[config.mk]
export PLATFORM = sky130hd
export DESIGN_NAME = ram_port_arbiter_flat
export DESIGN_NICKNAME = d
export VERILOG_FILES = /design/src/rtl/ram_port_arbiter_if.sv /design/src/rtl/ram_port_arbiter.sv /design/src/flat_wrapper.sv
export SDC_FILE = /design/constraint.sdc
export NUM_CORES = 1
export LEC_CHECK = 0
export BUFFER_PORTS_ARGS = -buffer_cell sky130_fd_sc_hd__clkbuf_2
export CORE_MARGIN = 10
export CORE_UTILIZATION = 47
export DETAILED_ROUTE_END_ITERATION = 6
export MAX_ROUTING_LAYER = met4
export PLACE_DENSITY = 0.83
export SETUP_SLACK_MARGIN = 0.3
export SYNTH_ARGS = -nofsm -noshare
export SYNTH_HDL_FRONTEND = slang
export SYNTH_SLANG_ARGS = --single-unit
[constraint.sdc]
create_clock -name clk -period 4.3 [get_ports clk]
set_input_delay 0.645 -clock clk [delete_from_list [all_inputs] [get_ports clk]]
set_output_delay 0.645 -clock clk [all_outputs]
set_load 0.03 [all_outputs]
[src/rtl/ram_port_arbiter_if.sv]
// Request/response bundle for the two requesters plus the shared RAM port.
interface ram_port_arbiter_if #(
  parameter int W = 32,
  parameter int L = 128
);
  localparam int AW = (L > 1) ? $clog2(L) : 1;
  localparam int SW = W / 8;

  // requester A
  logic          a_valid;
  logic          a_ready;
  logic          a_wr;
  logic [AW-1:0] a_addr;
  logic [W-1:0]  a_wdata;
  logic [SW-1:0] a_strb;
  logic          a_rsp_valid;
  logic [W-1:0]  a_rsp_rdata;
  logic          a_rsp_err;

  // requester B
  logic          b_valid;
  logic          b_ready;
  logic          b_wr;
  logic [AW-1:0] b_addr;
  logic [W-1:0]  b_wdata;
  logic [SW-1:0] b_strb;
  logic          b_rsp_valid;
  logic [W-1:0]  b_rsp_rdata;
  logic          b_rsp_err;

  // RAM port
  logic [AW-1:0] mem_addr;
  logic          mem_wr_ena;
  logic [W-1:0]  mem_wr_data;
  logic [W-1:0]  mem_rd_data;

  modport slave (
    input  a_valid, a_wr, a_addr, a_wdata, a_strb,
    output a_ready, a_rsp_valid, a_rsp_rdata, a_rsp_err,
    input  b_valid, b_wr, b_addr, b_wdata, b_strb,
    output b_ready, b_rsp_valid, b_rsp_rdata, b_rsp_err,
    output mem_addr, mem_wr_ena, mem_wr_data,
    input  mem_rd_data
  );

  modport master (
    output a_valid, a_wr, a_addr, a_wdata, a_strb,
    input  a_ready, a_rsp_valid, a_rsp_rdata, a_rsp_err,
    output b_valid, b_wr, b_addr, b_wdata, b_strb,
    input  b_ready, b_rsp_valid, b_rsp_rdata, b_rsp_err
  );

  modport ram (
    input  mem_addr, mem_wr_ena, mem_wr_data,
    output mem_rd_data
  );
endinterface

[src/rtl/ram_port_arbiter.sv]
// Round-robin arbiter sharing one distributed-RAM port between requesters
// A and B; byte-strobed writes are a single-cycle read-modify-write.
module ram_port_arbiter #(
  parameter int W = 32,
  parameter int L = 128
) (
  input  logic                clk,
  input  logic                rst,
  ram_port_arbiter_if.slave   bus,
  output logic                busy
);
  localparam int AW = (L > 1) ? $clog2(L) : 1;
  localparam int SW = W / 8;
  localparam logic [AW:0] LIMIT = (AW+1)'(L);

  typedef enum logic { IDLE, ACCESS } state_t;
  typedef enum logic { REQ_A, REQ_B } req_t;

  state_t        state_q, state_d;
  req_t          last_grant_q, last_grant_d;
  req_t          id_q, id_d;
  logic          wr_q, wr_d;
  logic [AW-1:0] addr_q, addr_d;
  logic [W-1:0]  wdata_q, wdata_d;
  logic [SW-1:0] strb_q, strb_d;
  logic          err_q, err_d;

  logic          a_rsp_valid_q, a_rsp_valid_d;
  logic [W-1:0]  a_rsp_rdata_q, a_rsp_rdata_d;
  logic          a_rsp_err_q, a_rsp_err_d;
  logic          b_rsp_valid_q, b_rsp_valid_d;
  logic [W-1:0]  b_rsp_rdata_q, b_rsp_rdata_d;
  logic          b_rsp_err_q, b_rsp_err_d;

  logic          grant_a, grant_b;
  logic [W-1:0]  mask;

  // Expand byte strobes of the latched request into a bit mask.
  always_comb begin
    mask = '0;
    for (int unsigned i = 0; i < SW; i++) begin
      mask[i*8 +: 8] = {8{strb_q[i]}};
    end
  end

  // Arbitration in IDLE, response capture in ACCESS.
  always_comb begin
    state_d       = state_q;
    last_grant_d  = last_grant_q;
    id_d          = id_q;
    wr_d          = wr_q;
    addr_d        = addr_q;
    wdata_d       = wdata_q;
    strb_d        = strb_q;
    err_d         = err_q;
    a_rsp_valid_d = 1'b0;
    a_rsp_rdata_d = a_rsp_rdata_q;
    a_rsp_err_d   = a_rsp_err_q;
    b_rsp_valid_d = 1'b0;
    b_rsp_rdata_d = b_rsp_rdata_q;
    b_rsp_err_d   = b_rsp_err_q;
    grant_a       = 1'b0;
    grant_b       = 1'b0;

    case (state_q)
      IDLE: begin
        grant_a = bus.a_valid && (!bus.b_valid || last_grant_q == REQ_B);
        grant_b = bus.b_valid && (!bus.a_valid || last_grant_q == REQ_A);
        if (grant_a) begin
          id_d         = REQ_A;
          wr_d         = bus.a_wr;
          addr_d       = bus.a_addr;
          wdata_d      = bus.a_wdata;
          strb_d       = bus.a_strb;
          err_d        = {1'b0, bus.a_addr} >= LIMIT;
          last_grant_d = REQ_A;
          state_d      = ACCESS;
        end else if (grant_b) begin
          id_d         = REQ_B;
          wr_d         = bus.b_wr;
          addr_d       = bus.b_addr;
          wdata_d      = bus.b_wdata;
          strb_d       = bus.b_strb;
          err_d        = {1'b0, bus.b_addr} >= LIMIT;
          last_grant_d = REQ_B;
          state_d      = ACCESS;
        end
      end
      ACCESS: begin
        if (id_q == REQ_A) begin
          a_rsp_valid_d = 1'b1;
          a_rsp_rdata_d = bus.mem_rd_data;
          a_rsp_err_d   = err_q;
        end else begin
          b_rsp_valid_d = 1'b1;
          b_rsp_rdata_d = bus.mem_rd_data;
          b_rsp_err_d   = err_q;
        end
        state_d = IDLE;
      end
      default: state_d = IDLE;
    endcase
  end

  // State, latched request and response registers.
  always_ff @(posedge clk or posedge rst) begin
    if (rst) begin
      state_q       <= IDLE;
      last_grant_q  <= REQ_B;
      id_q          <= REQ_A;
      wr_q          <= 1'b0;
      addr_q        <= '0;
      wdata_q       <= '0;
      strb_q        <= '0;
      err_q         <= 1'b0;
      a_rsp_valid_q <= 1'b0;
      a_rsp_rdata_q <= '0;
      a_rsp_err_q   <= 1'b0;
      b_rsp_valid_q <= 1'b0;
      b_rsp_rdata_q <= '0;
      b_rsp_err_q   <= 1'b0;
    end else begin
      state_q       <= state_d;
      last_grant_q  <= last_grant_d;
      id_q          <= id_d;
      wr_q          <= wr_d;
      addr_q        <= addr_d;
      wdata_q       <= wdata_d;
      strb_q        <= strb_d;
      err_q         <= err_d;
      a_rsp_valid_q <= a_rsp_valid_d;
      a_rsp_rdata_q <= a_rsp_rdata_d;
      a_rsp_err_q   <= a_rsp_err_d;
      b_rsp_valid_q <= b_rsp_valid_d;
      b_rsp_rdata_q <= b_rsp_rdata_d;
      b_rsp_err_q   <= b_rsp_err_d;
    end
  end

  assign bus.a_ready     = grant_a;
  assign bus.b_ready     = grant_b;
  assign bus.a_rsp_valid = a_rsp_valid_q;
  assign bus.a_rsp_rdata = a_rsp_rdata_q;
  assign bus.a_rsp_err   = a_rsp_err_q;
  assign bus.b_rsp_valid = b_rsp_valid_q;
  assign bus.b_rsp_rdata = b_rsp_rdata_q;
  assign bus.b_rsp_err   = b_rsp_err_q;

  // Write is gated by state so reset drops it immediately.
  assign busy            = (state_q == ACCESS);
  assign bus.mem_addr    = addr_q;
  assign bus.mem_wr_ena  = (state_q == ACCESS) && wr_q && (strb_q != '0) && !err_q;
  assign bus.mem_wr_data = (bus.mem_rd_data & ~mask) | (wdata_q & mask);
endmodule

[src/flat_wrapper.sv]
// flat-port wrapper written by rule: the top's interface ports become plain ports
module ram_port_arbiter_flat 
#(
  parameter int W = 32,
  parameter int L = 128
)
  (clk, rst, busy, bus_a_valid, bus_a_wr, bus_a_addr, bus_a_wdata, bus_a_strb, bus_a_ready, bus_a_rsp_valid, bus_a_rsp_rdata, bus_a_rsp_err, bus_b_valid, bus_b_wr, bus_b_addr, bus_b_wdata, bus_b_strb, bus_b_ready, bus_b_rsp_valid, bus_b_rsp_rdata, bus_b_rsp_err, bus_mem_addr, bus_mem_wr_ena, bus_mem_wr_data, bus_mem_rd_data);
  ram_port_arbiter_if #(.W(W), .L(L)) bus_i ();
  input  logic clk;
  input  logic rst;
  output logic busy;
  input wire logic [$bits(bus_i.a_valid)-1:0] bus_a_valid;
  input wire logic [$bits(bus_i.a_wr)-1:0] bus_a_wr;
  input wire logic [$bits(bus_i.a_addr)-1:0] bus_a_addr;
  input wire logic [$bits(bus_i.a_wdata)-1:0] bus_a_wdata;
  input wire logic [$bits(bus_i.a_strb)-1:0] bus_a_strb;
  output wire logic [$bits(bus_i.a_ready)-1:0] bus_a_ready;
  output wire logic [$bits(bus_i.a_rsp_valid)-1:0] bus_a_rsp_valid;
  output wire logic [$bits(bus_i.a_rsp_rdata)-1:0] bus_a_rsp_rdata;
  output wire logic [$bits(bus_i.a_rsp_err)-1:0] bus_a_rsp_err;
  input wire logic [$bits(bus_i.b_valid)-1:0] bus_b_valid;
  input wire logic [$bits(bus_i.b_wr)-1:0] bus_b_wr;
  input wire logic [$bits(bus_i.b_addr)-1:0] bus_b_addr;
  input wire logic [$bits(bus_i.b_wdata)-1:0] bus_b_wdata;
  input wire logic [$bits(bus_i.b_strb)-1:0] bus_b_strb;
  output wire logic [$bits(bus_i.b_ready)-1:0] bus_b_ready;
  output wire logic [$bits(bus_i.b_rsp_valid)-1:0] bus_b_rsp_valid;
  output wire logic [$bits(bus_i.b_rsp_rdata)-1:0] bus_b_rsp_rdata;
  output wire logic [$bits(bus_i.b_rsp_err)-1:0] bus_b_rsp_err;
  output wire logic [$bits(bus_i.mem_addr)-1:0] bus_mem_addr;
  output wire logic [$bits(bus_i.mem_wr_ena)-1:0] bus_mem_wr_ena;
  output wire logic [$bits(bus_i.mem_wr_data)-1:0] bus_mem_wr_data;
  input wire logic [$bits(bus_i.mem_rd_data)-1:0] bus_mem_rd_data;
  assign bus_i.a_valid = bus_a_valid;
  assign bus_i.a_wr = bus_a_wr;
  assign bus_i.a_addr = bus_a_addr;
  assign bus_i.a_wdata = bus_a_wdata;
  assign bus_i.a_strb = bus_a_strb;
  assign bus_a_ready = bus_i.a_ready;
  assign bus_a_rsp_valid = bus_i.a_rsp_valid;
  assign bus_a_rsp_rdata = bus_i.a_rsp_rdata;
  assign bus_a_rsp_err = bus_i.a_rsp_err;
  assign bus_i.b_valid = bus_b_valid;
  assign bus_i.b_wr = bus_b_wr;
  assign bus_i.b_addr = bus_b_addr;
  assign bus_i.b_wdata = bus_b_wdata;
  assign bus_i.b_strb = bus_b_strb;
  assign bus_b_ready = bus_i.b_ready;
  assign bus_b_rsp_valid = bus_i.b_rsp_valid;
  assign bus_b_rsp_rdata = bus_i.b_rsp_rdata;
  assign bus_b_rsp_err = bus_i.b_rsp_err;
  assign bus_mem_addr = bus_i.mem_addr;
  assign bus_mem_wr_ena = bus_i.mem_wr_ena;
  assign bus_mem_wr_data = bus_i.mem_wr_data;
  assign bus_i.mem_rd_data = bus_mem_rd_data;
  ram_port_arbiter #(.W(W), .L(L)) u_core (.clk(clk), .rst(rst), .bus(bus_i), .busy(busy));
endmodule
Word level (Yosys, flattened, before mapping)

Index checks and enable logic that the tools add are counted.

Word-level logic and storage cells: 57
Bits of input ports: 124
Output and inout bits: 111
Flip-flop bits (word level): 116

Reductions and logical operators: 15
Muxes and demuxes: 21
Bitwise operators: 7

Operators with widths:

| kind                            | number |
|---|---|
| bitwise AND 32 bit              | 2 |
| two-way mux 32 bit              | 2 |
| NOT 32 bit                      | 1 |
| OR 32 bit                       | 1 |
| two-way mux 1 bit               | 14 |
| two-way mux 7 bit               | 2 |
| two-way mux 4 bit               | 2 |
| AND reduction 2 bit             | 3 |
| logical AND 1 bit               | 5 |
| nonzero test 4 bit              | 1 |
| logical NOT 1 bit               | 3 |
| NOT 1 bit                       | 3 |
| logical OR 1 bit                | 2 |
| case mux 1 bit (2 select lines) | 1 |
| nonzero test 2 bit              | 1 |

Longest topological paths before layout

Gate-level depths: netlist of the first run.

Word-level depth: 6
Mapped depth: 6
Mapped depth without buffers: 3

Worst setup path after synthesis of the first run

Ideal clock, no wire load.

Kind: input port to output port
From: input port bus_b_valid
To: output port bus_a_ready
Setup slack: 2.057 ns
Arrival time: 1.598 ns
Buffers on the path: 1
Cell stages on the path: 3
Data required time: 3.655 ns
Cells stage by stage: nor2b_1 > clkbuf_2 > nor3_1

Word-level cells in the longest chain between the ends: 4

RTL lines:

| what              | RTL line               | RTL |
|---|---|---|
| from (decl)       | flat_wrapper.sv:21     | `input wire logic [$bits(bus_i.b_valid)-1:0] bus_b_valid;` |
| logical NOT 1 bit | ram_port_arbiter.sv:67 | `grant_a = bus.a_valid && (!bus.b_valid \|\| last_grant_q == REQ_B);` |
| logical OR 1 bit  | ram_port_arbiter.sv:67 |  |
| logical AND 1 bit | ram_port_arbiter.sv:67 |  |
| two-way mux 1 bit | ram_port_arbiter.sv:65 | `case (state_q)` |
| to (decl)         | flat_wrapper.sv:17     | `output wire logic [$bits(bus_i.a_ready)-1:0] bus_a_ready;` |

Every way passes these cells.

Final worst setup path of the first run

From: input port bus_a_valid
To: output port bus_a_ready

Word-level cells in the longest chain between the ends: 2

RTL lines:

| what              | RTL line               | RTL |
|---|---|---|
| from (decl)       | flat_wrapper.sv:12     | `input wire logic [$bits(bus_i.a_valid)-1:0] bus_a_valid;` |
| logical AND 1 bit | ram_port_arbiter.sv:67 |  |
| two-way mux 1 bit | ram_port_arbiter.sv:65 |  |

Every way passes these cells.

==> qor.yml, run 1 <==
status: "finished clean"
antenna_cells: 0
arrival_ps: 2110
ys_types: 26
ys_async_sr_fraction: 1.00
drive_above_1_share: 0.562
grt-ovfl-total: 0
die_w_um: 125
critical_path_class: "in2out"
postSynthAreaPerCell_um2: 11.7
cp-start-kind: "input pin"
max_clock_freq_ghz: 0.364
yosys_warnings: 0
htreeDepth: 4
grt_start_max_net_pins: 90
setup_viol: 0
finClkSkew_ps: 3.63
place_congestion: 0.861
critPathTopFamily: "buffers and inverters"
slew_headroom: 0.241
hold_path_class: "in2async"
cp_slowest_cell: "clkbuf_2"
final_nets: 785
die_area_um2: 15700
post-route-drc-count: 0
crit_chain: "clkbuf_2 -> clkinv_1 -> buf_4 -> nor3_1 -> clkbuf_2"
finalCriticalPeriod_ps: 2750
core_um2: 10800
cpPeakStageDelay_ps: 420
cts_inserted_buffers: 17
synthFlopType: "dfrtp_1"
cts_setup_buffers: 0
fin_crit_sh: 0.640
ys_seq_elements: 113
hpwl_mm: 12.0
grtUsageTotal: 0.213
postCtsHoldBufs: 0
grt_pass1_wl_mm: 25.8
crit_buf_inv: 4
wire_per_inst_um: 20.1
numPortBuffers: 232
ioPinCount: 235
path_max_fanout: 46
first_pass_iters: 5
post_dp_cell_area_um2: 6360
row_count: 38
syn_area_um2: 5200
antenna_found_initial: 0
fin_area_um2: 7040
drtAntennaViolNets: 0
fin_setup_tns_ps: 0
cts_root_buf: "clkbuf_8"
hold_violations: 0
drtIter0Drc: 318
irDropWorstVdd_uv: 490
cts_buffer_depth: 2
path_clk_slew_ps: 60
power.leakage_uw: 0.00331
grt_pass1_vias: 4765
cts_tree: "built"
rsz0062_at_grt: "false"
numClockSinks: 113
avgViaCountPerCell: 5.47
synth_edf_count: 0
seq_area_frac_synth: 0.544
synth_cells: 446
cp-end-kind: "output pin"
fp.dieH_um: 125
worst_slew_pin_slew_ps: 1140
areaGrowthSynthToFinish_pct: 35.3
routed_wl_mm: 16.4
power.density_nw_per_um2: 754
slew_viol_final: 0
vias: 4451
initial_core_util: 0.480
cts_resized: 0
drv_cap: 0
critPathMostFrequentCell: "clkbuf_2"
critPathRequiredTime_ps: 3650
clock_latency_ps: 520
cells in the final DEF, fill, tap and decap left out:
cell / count
mux2_2: 95
nor2_1: 45
buf_4: 5
o21ai_1: 7
nor3_1: 1
inv_4: 1
dfrtp_1: 112
nor4_1: 1
bufinv_16: 6
nand2_1: 1
dfstp_2: 1
mux2_1: 1
clkinv_2: 1
o21bai_1: 1
inv_1: 2
a31oi_2: 10
nand2b_2: 1
conb_1: 2
clkbuf_1: 2
a31oi_1: 34
clkbuf_2: 232
clkinv_1: 1
nand3_1: 44
o21ai_0: 39
clkbuf_16: 16
clkbuf_8: 5
clkinvlp_4: 2
nand2_2: 1
nand2b_1: 1
a21oi_1: 1
o21ba_4: 1
nor2b_4: 2
flip-flops by register name (all words and copies together), names as in the netlist, 4 cells and up:
| name | count |
|---|---|
| u_core.strb_q | 4 |
| u_core.bus.b_rsp_rdata | 32 |
| u_core.bus.mem_addr | 7 |
| u_core.wdata_q | 32 |
| u_core.bus.a_rsp_rdata | 32 |
through the flow:
stage / setup WS (ps) / util / hold slack, ps / total power (uW) / instances
floorplan: 669 / - / 490 / 3100 / 447
global placement: 1640 / 0.587 / 473 / 3660 / 782
detailed placement: 1500 / 0.587 / 492 / 3740 / 782
CTS: 1580 / 0.649 / 334 / 5360 / 814
global route: 1450 / 0.649 / 367 / 5550 / 814
finish: 1550 / 0.649 / 326 / 5300 / 814
cells by family (layout without fill, tap and decap cells):
family | count (synthesis) | in the layout | share of synthesized area
other cells | 1 | 2 | 0.000721
flops | 113 | 113 | 0.544
mux | 96 | 96 | 0.208
buf+inv | 46 | 273 | 0.0508
compound gates | 93 | 93 | 0.114
simple gates | 97 | 97 | 0.0832
area by class of cell:
class / instances / area [um2]
clock inverters: 9 / 200
well taps: 140 / 175
clock buffers: 23 / 477
multi-input cells: 288 / 2140
inverters: 4 / 17.5
flip-flops and latches: 113 / 2830
repair buffers: 237 / 1200
fillers: 827 / 3800
cell usage after synthesis, types with 3 or more instances:
cell type	count	area, um2
a31oi_1	34	213
a31oi_2	10	125
buf_2	24	120
buf_6	7	78.8
clkbuf_1	8	30.0
dfrtp_1	112	2800
inv_1	3	11.3
mux2_2	95	1070
nand3_1	44	220
nor2_1	45	169
o21ai_0	39	195
o21ai_1	7	35.0
worst reg2reg max path: stages (launching register included):
cell	delay (ps)
dfrtp_1	480
nor2b_4	970
mux2_2	440
worst paths after layout:
check	start	end	slack [ps]	cells past startpoint
max in group asynchronous	rst	u_core.last_grant_q	3100	3
setup / recovery	bus_a_valid	bus_a_ready	1550	5
min in group clk	bus_b_wdata[5]	u_core.wdata_q[5]	370	3
hold reg to reg	u_core.bus.b_rsp_rdata[28]	u_core.bus.b_rsp_rdata[28]	500	1
hold / removal	rst	u_core.bus.a_rsp_rdata[30]	330	2
setup reg to reg	u_core.busy	u_core.bus.a_rsp_rdata[12]	2290	2
routing by layer:
| layer | GRT usage | routed length (um) | vias to the layer above |
|---|---|---|---|
| met2 | 0.349 | 8250 | 233 |
| met1 | 0.232 | 6310 | 2136 |
| met3 | 0.0621 | 1220 | 45 |
| met4 | 0.108 | 607 | 0 |
| li1 | - | - | 2037 |
| met5 | - | 0 | - |
where the power goes:
group          internal (uW)  switching (uW)  total (uW)
Sequential              1450             247        1700
Clock                   1120             476        1590
Combinational            692            1320        2010
Total                   3260            2040        5300
Power figures use the tool's default switching activity.
==> inputs of run 2 (changes only) <==
clock period = 2.75 ns   (was 4.3 ns; I/O delays follow)
==> qor.yml, run 2 (synthesis gave the netlist of run 1 again) <==
critical_path_class: "reg2out"  # was in2out
pwr-share-comb: 0.400  # was 0.379
swShare: 0.405  # was 0.385
dp.cells: 786  # was 782
clock_latency_ps: 520  # about the same
power_frac_seq: 0.333  # was 0.320
fin_area_um2: 6990  # was 7040 um2
max_clock_freq_ghz: 0.447
fp.dieH_um: 125  # unchanged
drtIter0Drc: 362  # was 318
cts_buffer_depth: 2  # unchanged
avgViaCountPerCell: 5.54  # was 5.47
power.leakage_uw: 0.00328  # was 0.00331 uW
first_pass_iters: 7  # was 5
final_nets: 789  # was 785
rsz0062_at_grt: "false"  # unchanged
postCtsHoldBufs: 0  # unchanged
power.density_nw_per_um2: 1140  # was 754 nW/um2
cp-end-kind: "output pin"  # unchanged
path_clk_slew_ps: 60  # about the same
fin_cells: 817  # was 814
numPortBuffers: 232  # unchanged
post_dp_cell_area_um2: 6410  # was 6360 um2
wire_per_inst_um: 20.6  # was 20.1 um
irDropWorstVdd_uv: 708  # was 490 uV
cts_setup_buffers: 0  # unchanged
fin_crit_sh: 0.813
grt_pass1_vias: 4832  # was 4,765
routed_wl_mm: 16.8  # was 16.4 mm
setup_viol: 0  # unchanged
drtAntennaViolNets: 0  # unchanged
final_cell_mix: "232 x clkbuf_2, 112 x dfrtp_1, 95 x mux2_2"  # unchanged
row_count: 38  # unchanged
p_int_uw: 4740  # was 3260 uW
numClockSinks: 113  # unchanged
drv_cap: 0  # unchanged
antenna_found_initial: 0  # unchanged
finClkSkew_ps: 7.58  # was 3.63 ps
grt_pass1_wl_mm: 26.6  # was 25.8 mm
worst_slew_pin_slew_ps: 943  # was 1140 ps
hpwl_mm: 12.4  # was 12.0 mm
slew_headroom: 0.369  # was 0.241
htreeDepth: 4  # unchanged
cts_root_buf: "clkbuf_8"  # unchanged
ioPinCount: 235  # unchanged
place_congestion: 0.886  # was 0.861
switching_power_uw: 3230  # was 2040 uW
slew_viol_final: 0  # unchanged
grt_start_max_net_pins: 59  # was 90
hold_violations: 0  # unchanged
die_w_um: 125  # unchanged
arrival_ps: 1820  # was 2110 ps
die_area_um2: 15700  # unchanged
post-route-drc-count: 0  # unchanged
final_common_cell: "clkbuf_2"  # unchanged
vias: 4525  # was 4,451
core_um2: 10800  # unchanged
cts_inserted_buffers: 17  # unchanged
fin_setup_tns_ps: 0  # unchanged
finalCriticalPeriod_ps: 2240
grt-ovfl-total: 0  # unchanged
antenna_cells: 0  # unchanged
initial_core_util: 0.480  # unchanged
cts_tree: "built"  # unchanged
hold_path_class: "in2async"  # unchanged
cts_resized: 0  # unchanged
p_clk_frac: 0.267  # was 0.301
grtUsageTotal: 0.218  # was 0.213
status: "finished clean"  # unchanged
drive_above_1_share: 0.566  # was 0.562
critPathRequiredTime_ps: 2340  # was 3650 ps
path_max_fanout: 10  # was 46
areaGrowthSynthToFinish_pct: 34.5  # was 35.3%
cp-start-kind: "register"  # was input pin
-- run 2: cell types whose count changed in the layout (fill, tap and decap cells not counted), sizes merged --
cell	before	now
clkinvlp	2	4
inv	3	2
bufinv	6	2
clkinv	2	5
clkbuf	255	254
buf	5	9
-- run 2: per-stage QoR --
stage                     setup slack, ps  total power [uW]  utilization  hold slack, ps
final                                 514              7970        0.645             112
after global routing                  473              8350        0.645             136
after CTS                             537              8040        0.645             120
after detailed placement              812              5890        0.592             494
after global placement                857              5760        0.592             471
after floorplan                       925              4840            -             490
-- run 2: layout make-up --
class | instances | area [um2]
inverters | 4 | 18.8
multi-input cells | 288 | 2140
clock inverters | 9 | 106
repair buffers | 241 | 1250
well taps | 140 | 175
fillers | 867 | 3850
flip-flops and latches | 113 | 2830
clock buffers | 22 | 473
-- run 2: worst paths after layout --
kind	cells past startpoint	slack [ps]	end	start
worst max-delay path	2	510	bus_mem_wr_data[1]	u_core.strb_q[0]
worst min-delay path	3	110	u_core.bus.b_rsp_rdata[30]	rst
worst max register to register	3	900	u_core.wdata_q[17]	u_core.last_grant_q
worst min register to register	1	500	u_core.bus.b_rsp_rdata[15]	u_core.bus.b_rsp_rdata[15]
max in group asynchronous	3	2120	u_core.bus.b_rsp_rdata[18]	rst
min in group clk	3	150	u_core.wdata_q[14]	bus_b_wdata[14]
-- run 2: per-layer routing --
layer | track usage | share of wire | up-vias
li1 | - | - | 2045
met1 | 0.245 | 0.40 | 2221
met2 | 0.347 | 0.50 | 211
met3 | 0.0642 | 0.064 | 48
met4 | 0.113 | 0.037 | 0
met5 | - | 0 | -
-- run 2: critical path, cell delays in order (launching register included) --
cell and delay (ps):
dfrtp_1 690, mux2_2 410, clkbuf_2 200
-- run 2: power by group through the flow --
stage	Combinational, uW	Clock, uW	Sequential [uW]
final	3190	2130	2650
after global routing	3390	2240	2730
after CTS	3230	2160	2650
after detailed placement	3220	0	2670
after global placement	3150	0	2620
after floorplan	1350	0	3490
